<file path="config.mk">
export PLATFORM = sky130hd
export DESIGN_NAME = pixel_compositor
export DESIGN_NICKNAME = d
export VERILOG_FILES = /design/src/rtl/pixel_compositor.sv
export SDC_FILE = /design/constraint.sdc
export NUM_CORES = 1
export LEC_CHECK = 0
export ABC_CLOCK_PERIOD_IN_PS = 16500
export BUFFER_PORTS_ARGS = -buffer_cell sky130_fd_sc_hd__buf_2
export CORE_MARGIN = 2
export CORE_UTILIZATION = 60
export DETAILED_ROUTE_END_ITERATION = 8
export PLACE_DENSITY_LB_ADDON = 0.2
export SLEW_MARGIN = 20
export SYNTH_ARGS = -nofsm -noshare
export SYNTH_HDL_FRONTEND = slang
export SYNTH_SLANG_ARGS = --single-unit
</file>
<file path="constraint.sdc">
create_clock -name clk -period 16.5 [get_ports clk]
set_input_delay 4.125 -clock clk [delete_from_list [all_inputs] [get_ports clk]]
set_output_delay 4.125 -clock clk [all_outputs]
set_load 0.01 [all_outputs]
</file>
<file path="src/rtl/pixel_compositor.sv">
// Two-stage pixel compositor: priority layer resolve, palette lookup and a
// frame-stepped day/night colour fade.
module pixel_compositor #(
    parameter int N_LAYERS  = 4,
    parameter int CW        = 4,
    parameter int FADE_LOG2 = 3
) (
    input  logic                             clk,
    input  logic                             rst,
    input  logic [9:0]                       h_cnt,
    input  logic [9:0]                       v_cnt,
    input  logic                             valid,
    input  logic [N_LAYERS-1:0]              layer_hit,
    input  logic                             pal_we,
    input  logic [$clog2(N_LAYERS+1)-1:0]    pal_addr,
    input  logic [3*CW-1:0]                  pal_wdata,
    input  logic                             night_req,
    output logic [CW-1:0]                    vgaRed,
    output logic [CW-1:0]                    vgaGreen,
    output logic [CW-1:0]                    vgaBlue,
    output logic                             night_active,
    output logic                             fading
);

    // state    | meaning
    // DAY      | s = 0, palette colours unchanged
    // TO_NIGHT | s stepping up once per frame
    // NIGHT    | s = F, palette colours fully inverted
    // TO_DAY   | s stepping down once per frame

    localparam int AW = $clog2(N_LAYERS + 1);
    localparam int SW = FADE_LOG2 + 1;
    localparam int W  = CW + FADE_LOG2 + 1;
    localparam int F  = 1 << FADE_LOG2;
    localparam logic [AW-1:0] BG_IDX = AW'(N_LAYERS);
    localparam logic [SW-1:0] F_S    = SW'(F);

    typedef enum logic [1:0] {
        ST_DAY,
        ST_TO_NIGHT,
        ST_NIGHT,
        ST_TO_DAY
    } state_t;

    state_t          state_q, state_d;
    logic [SW-1:0]   s_q, s_d, s_up, s_dn;
    logic            fs_prev_q, fs_cond, frame_start;
    logic            night_q, night_d, fading_q, fading_d;

    logic [AW-1:0]   idx_q, idx_d;
    logic            vld1_q;
    logic [3*CW-1:0] pal_q [N_LAYERS+1];
    logic [3*CW-1:0] pal_rd;
    logic [3*CW-1:0] rgb_q, rgb_d;

    function automatic logic [CW-1:0] blend_ch(input logic [CW-1:0] c, input logic [SW-1:0] s);
        logic [CW-1:0] ci;
        logic [W-1:0]  acc;
        ci  = ~c;
        acc = W'(c) * W'(F_S - s) + W'(ci) * W'(s);
        return acc[FADE_LOG2 +: CW];
    endfunction

    // Rising-edge detect so counters parked at 0,0 do not re-trigger.
    assign fs_cond     = (h_cnt == '0) && (v_cnt == '0);
    assign frame_start = fs_cond && !fs_prev_q;

    assign s_up = s_q + SW'(1);
    assign s_dn = s_q - SW'(1);

    always_comb begin
        state_d = state_q;
        s_d     = s_q;
        if (frame_start) begin
            unique case (state_q)
                ST_DAY: begin
                    if (night_req) begin
                        s_d     = s_up;
                        state_d = (s_up == F_S) ? ST_NIGHT : ST_TO_NIGHT;
                    end
                end
                ST_NIGHT: begin
                    if (!night_req) begin
                        s_d     = s_dn;
                        state_d = (s_dn == '0) ? ST_DAY : ST_TO_DAY;
                    end
                end
                default: begin
                    if (night_req) begin
                        s_d     = s_up;
                        state_d = (s_up == F_S) ? ST_NIGHT : ST_TO_NIGHT;
                    end else begin
                        s_d     = s_dn;
                        state_d = (s_dn == '0) ? ST_DAY : ST_TO_DAY;
                    end
                end
            endcase
        end
        night_d  = (state_d == ST_NIGHT);
        fading_d = (state_d == ST_TO_NIGHT) || (state_d == ST_TO_DAY);
    end

    always_comb begin
        idx_d = BG_IDX;
        for (int i = N_LAYERS - 1; i >= 0; i--) begin
            if (layer_hit[i]) idx_d = AW'(i);
        end
    end

    // Stage 2 reads the registered palette, so a same-cycle write is not yet visible.
    assign pal_rd = pal_q[idx_q];

    always_comb begin
        rgb_d = '0;
        if (vld1_q) begin
            for (int ch = 0; ch < 3; ch++) begin
                rgb_d[ch*CW +: CW] = blend_ch(pal_rd[ch*CW +: CW], s_q);
            end
        end
    end

    always_ff @(posedge clk) begin
        if (rst) begin
            state_q   <= ST_DAY;
            s_q       <= '0;
            fs_prev_q <= 1'b0;
            night_q   <= 1'b0;
            fading_q  <= 1'b0;
            idx_q     <= '0;
            vld1_q    <= 1'b0;
            rgb_q     <= '0;
        end else begin
            state_q   <= state_d;
            s_q       <= s_d;
            fs_prev_q <= fs_cond;
            night_q   <= night_d;
            fading_q  <= fading_d;
            idx_q     <= idx_d;
            vld1_q    <= valid;
            rgb_q     <= rgb_d;
        end
    end

    always_ff @(posedge clk) begin
        if (rst) begin
            for (int i = 0; i <= N_LAYERS; i++) begin
                pal_q[i] <= (i == N_LAYERS) ? '1 : '0;
            end
        end else if (pal_we && (pal_addr <= BG_IDX)) begin
            pal_q[pal_addr] <= pal_wdata;
        end
    end

    assign vgaRed       = rgb_q[3*CW-1 -: CW];
    assign vgaGreen     = rgb_q[2*CW-1 -: CW];
    assign vgaBlue      = rgb_q[CW-1 -: CW];
    assign night_active = night_q;
    assign fading       = fading_q;

endmodule
</file>
## Yosys cells after proc, flatten, opt, wreduce, memory -nomap -nowiden

Memory sizes are Yosys's and may differ from the RTL's.
Index checks and enable logic that the tools add are counted.
W data, S select, Z words.

- Register bits: 25
- Bits in writable memories: 60
- Input port bits: 44
- Output and inout port bits: 14
- Word-level logic and storage cells: 72
- Memories: 1

Memory list:

| name | depth | bits a word | read ports | clocked after memory_dff | write ports | RTL line | text |
|---|---|---|---|---|---|---|---|
| pal_q | 5 | 12 | 1 | 0 | 5 | 52 | `logic [3*CW-1:0] pal_q [N_LAYERS+1];` |

- Add/sub/neg operators: 6
- $mul: 6
- $lt $le $gt $ge: 1
- Eq/ne operators: 7
- Muxes and demuxes: 22
- Bitwise operators: 4
- Reductions and logical operators: 15

Operators by type and width:

| kind | count |
|---|---|
| $add A7 B7 Y7 | 3 |
| $mul A4 B4 Y7 | 3 |
| $logic_not A10 Y1 | 2 |
| $mul A4 B8 Y7 | 2 |
| $mux W2 | 7 |
| $mux W12 | 1 |
| $mux W4 | 3 |
| $not A4 Y4 | 3 |
| $reduce_or A12 Y1 | 1 |
| $pmux W4 S2 | 1 |
| $mul A5 B5 Y7 | 1 |
| $mux W1 | 7 |
| $eq A2 B2 Y1 const B | 3 |
| $mux W3 | 2 |
| $sub A4 B4 Y5 const A | 1 |
| $add A4 B1 Y4 const B | 1 |
| $eq A4 B4 Y1 const B | 1 |
| $logic_not A4 Y1 | 1 |
| $ne A2 B2 Y1 const B | 2 |
| $pmux W2 S2 | 1 |
| $reduce_or A2 Y1 | 2 |
| $reduce_or A4 Y1 | 1 |
| $sub A4 B1 Y4 const B | 1 |
| $le A3 B3 Y1 const B | 1 |
| other kinds (8) | 10 |

## Longest topological paths before layout

- Word-level depth: 8
- Depth in mapped cells: 21
- Gate-level depth less buffers: 20

## Least setup slack after synthesis

Ideal clock, no wire load.

- Kind: reg-to-reg
- Start point: reg idx_q[0]
- End point: reg rgb_q[11]
- Library setup time: 126 ps
- Arrival: 5476 ps
- Required time: 16374 ps
- Setup slack: 10898 ps
- Stages on the path, launching flop included: 20
- Buffers on the path: 2
- Clock period less this slack: 5602 ps
- Path through: dfxtp_1 -> buf_6 -> buf_6 -> mux4_2 -> mux2i_1 -> and2_1 -> fa_1 -> fa_1 -> fa_1 -> inv_1 -> fa_1 -> fa_1 -> inv_1 -> ha_1 -> a21o_1 -> a21oi_1 -> xnor3_1 -> xnor2_1 -> xnor2_1 -> nor2_1

- Longest elaborated chain between the ends: 4
- Elaborated cells on any way between the ends: 5
- Those cells by class: add/sub: 1; mul: 2; bitwise: 1; memory: 1

Ends and longest elaborated chain:

| what | RTL line | text |
|---|---|---|
| start: declaration | 50 | `logic [AW-1:0] idx_q, idx_d;` |
| start signal: assignment | 138 | `idx_q <= idx_d;` |
| $mem_v2 Z5 W12 * | -- |  |
| branches (longest 2 deep; another with $mul A5 B5 Y7) | -- |  |
| $add A7 B7 Y7 * | 60 | `acc = W'(c) * W'(F_S - s) + W'(ci) * W'(s);` |
| end signal: assignment | 140 | `rgb_q <= rgb_d;` |
| end: declaration | 54 | `logic [3*CW-1:0] rgb_q, rgb_d;` |

Mark *: on every way between the ends.
A chain may end at the register's enable or synchronous reset.

## Final worst setup path

- Start point: reg s_q[0]
- End point: reg rgb_q[11]

- Longest elaborated chain between the ends: 3
- Elaborated cells on any way between the ends: 4
- Those cells by class: add/sub: 2; mul: 2

Ends and longest elaborated chain:

| what | RTL line | text |
|---|---|---|
| start: declaration | 46 | `logic [SW-1:0] s_q, s_d, s_up, s_dn;` |
| start signal: assignment | 125 | `s_q <= '0;` |
| start signal: assignment | 134 | `s_q <= s_d;` |
| $sub A4 B4 Y5 | 60 |  |
| $mul A5 B5 Y7 | 60 |  |
| $add A7 B7 Y7 * | 60 |  |

Every way passes the cells marked *; elsewhere a longest branch is shown, timed or not.

==> key figures <==
Status
  • Outcome: finished, final reports clean

Floorplanning
  • FP Rows: 42
  • Die height: 120 µm
  • Io pins: 58
  • Core Region: 13,100 µm²
  • Initial core utilization: 61.0%
  • Die Wd: 120 µm
  • DIE AREA: 14,300 µm²

STA
  • Final Skew: 0.0156 ns
  • Fmax: 0.163 GHz
  • Fin crit period: 6.14 ns
  • Setup TNS: 0 ns
  • Post-route worst setup slack: 10.36 ns
  • RSZ-0062 raised after global routing: no
  • Slew Viols, Final: 0
  • Period utilisation layout: around 37%
  • Hold Slack: 0.683 ns
  • Hold Fails Final Rpt: 0
  • Final setup fails: 0
  • Worst Max-Slew Pin Slew: 1.02 ns
  • Slew margin rel.: a little under a third

Placed design
  • Placer Congestion: 0.898
  • Placed instance area: 8570 µm²
  • Dpl ws: 10.10 ns
  • HPWL after DPL: 11,200 µm
  • IO Port Bufs: 57

Setup path
  • CP Buf/Inv Count: 5
  • CP Launch Type: flop
  • Crit. End Element: flop
  • Slowest-stage cell, CP: dfxtp_1
  • Crit path DAT: 6.41 ns
  • Cell mode on critical path: fa_1
  • Kind of critical path: reg -> reg
  • Worst path cell trace: clkinv_1 > ha_1 > xor2_1 > buf_4 > or2_1 > fa_1 > inv_1 > fa_1 > fa_1 > inv_1 > fa_1 > fa_1 > inv_1 > ha_1 > a21o_1 > a21oi_1 > xnor3_1 > xnor2_1 > xnor2_1 > nor2_1
  • CP peak stage delay: 0.67 ns
  • CP required: 16.77 ns
  • Family with the most delay on the worst path: adder cells
  • Critical-path maximum fanout: 18

Pwr
  • Leakage: 3.89 nW
  • Total power: ~0.8 mW
  • Gate power share: 9.6%
  • Switch share: around 23%
  • Clock share of power: 46.0%
  • Worst vdd ir: 0.0653 mV
  • PD cells: 86.6 nW/µm²
  • Internal power: 0.614 mW
  • Sequential share of power: roughly 44%
  • Net Sw Power: 0.179 mW

Synth
  • Avg Cell Area, Syn: 12.1 µm²
  • Seq cells post-synth: between 100 and 150
  • Synth Flop Type: edfxtp_1
  • Post-synth top area share: 36.0%
  • Synth top area cells: edfxtp_1 36%, fa_1 13%, ha_1 7.3%
  • Synth area leader: edfxtp_1
  • Post-synth EDFFs: 96
  • Mapped Area: between 8000 and 9000 µm²
  • Yosys Warn Count: 0
  • Post-synth ARST share: 0%
  • Post-synthesis sequential area ratio: 42.0%
  • Synth Instances: 662
  • Synth unique cells: between 40 and 50

Global route
  • Initial antenna violation count: 0
  • Gr ovfl total: 0
  • First-pass GRT wire length: 25,900 µm
  • Pin count of the biggest net entering global routing: 25
  • All-layer global routing usage: a little under a quarter
  • Vias in the first global route: 5,402

Drt
  • Total number of vias: 4,901
  • Drt wl/cell: approximately 17 µm
  • Iter 0 DRT Violations: between 200 and 300
  • ANT nets after route: 0
  • DRC Markers: 0
  • Initial DRT Pass Iterations: 4
  • Via-to-Cell Ratio: between 5 and 6
  • DRT Wirelength: approximately 16,000 µm

Clocking
  • CTS max path bufs: 2
  • Clock sinks: 120
  • TritonCTS clock tree: done
  • Setup repair bufs after CTS: 0
  • Latest clock arrival within the worst-skew pair: 0.42 ns
  • H-tree levels: 4
  • Root Buffer: clkbuf_16
  • Clock slew seen by the registers of the worst setup and hold paths: around 0.06 ns
  • CTS buffer count: 17
  • Post-CTS Hold Buffers: 0
  • Post-cts gate resize count: 0

Layout
  • Finished Cell Area: between 9000 and 10,000 µm²
  • Fill cells: 989
  • Layout area overhead: 14.2%
  • Share of layout cells above drive strength 1: a little under a fifth
  • Nets: between 900 and 1,000
  • Diodes inserted: 0

Hold path
  • Hold Path Class: reg -> reg

Run
  • Max Cap Violations: 0
## through the flow
stage	instances	utilization (%)
floorplan	699	-
global placement	913	65.2
detailed placement	913	65.2
CTS	945	69.7
global route	945	69.7
finish	945	69.7
## cells in the final DEF (no fill, tap or decap), types with 6 or more instances in the layout
master,instances
edfxtp_1,96
inv_1,87
and2_1,85
nor2_1,71
buf_2,57
fa_1,54
ha_1,47
conb_1,39
mux4_2,24
xnor2_1,23
dfxtp_1,23
or2_2,17
clkbuf_16,17
nand2_1,16
xor2_1,12
nand2b_1,8
nor4_1,8
a21oi_1,8
mux2i_4,7
nor3_1,6
## power by group through the flow
stage	clock network, mW	registers [mW]	logic [mW]
3_3_place_gp	0	0.357	0.0745
4_1_cts	0.372	0.352	0.0770
6_report	0.365	0.352	0.0761
2_1_floorplan	0	0.355	0.0542
5_1_grt	0.385	0.353	0.0847
3_5_place_dp	0	0.358	0.0764
## final timing paths
path	from	end	slack [ns]	cells past startpoint
min	vld1_q	rgb_q[8]	0.68	2
max	s_q[0]	rgb_q[11]	10.36	20
max reg2reg	s_q[0]	rgb_q[11]	10.36	20
min reg2reg	vld1_q	rgb_q[8]	0.68	2
## registers in the layout, indices dropped and copies added, names as in the netlist
name          flops
rgb_q            12
s_q               4
night_active      1
idx_q             3
state_q           2
pal_q            96
vld1_q            1
fs_prev_q         1
## synth_stat cells, drive strengths merged, types with 12 or more instances
master and count:
and2 85, clkbuf 17, dfxtp 24, edfxtp 96, fa 54, ha 47, inv 87, mux2i 12
mux4 24, nand2 16, nor2 74, or2 18, xnor2 25, xor2 12
## routing by layer
layer / global-route usage [%] / wire, µm / vias to the layer above
li1: - / - / 2331
met1: 27.5 / 6340 / 2467
met2: 44.0 / 8670 / 86
met3: 4.42 / 435 / 17
met4: 9.49 / 275 / 0
met5: 0 / 0 / -
## final cells by class
| class | count | area [µm²] | area share [%] |
|---|---|---|---|
| tap | 176 | 220 | 2.41 |
| multi-input combinational | 467 | 4330 | 47.3 |
| clock inverter | 14 | 158 | 1.72 |
| inverter | 88 | 330 | 3.61 |
| clock buffer | 18 | 429 | 4.69 |
| timing repair buffer | 62 | 323 | 3.53 |
| sequential | 120 | 3360 | 36.7 |
## logic make-up after synthesis
logic type	Yosys count	synth area share [%]
fa+ha+maj	101	20.8
simple gates	229	15.2
flops	120	42.0
buf+inv	112	5.73
other cells	2	0.0937
xor+xnor	40	5.07
compound gates	21	1.58
mux	37	9.57
## worst min-delay path, delay by kind of cell, from the launching register on
family	cells	cell delay, ns
and+or+nand+nor	2	0.33
DFF	1	0.31
No activity file was read; power rests on OpenSTA's default activity.
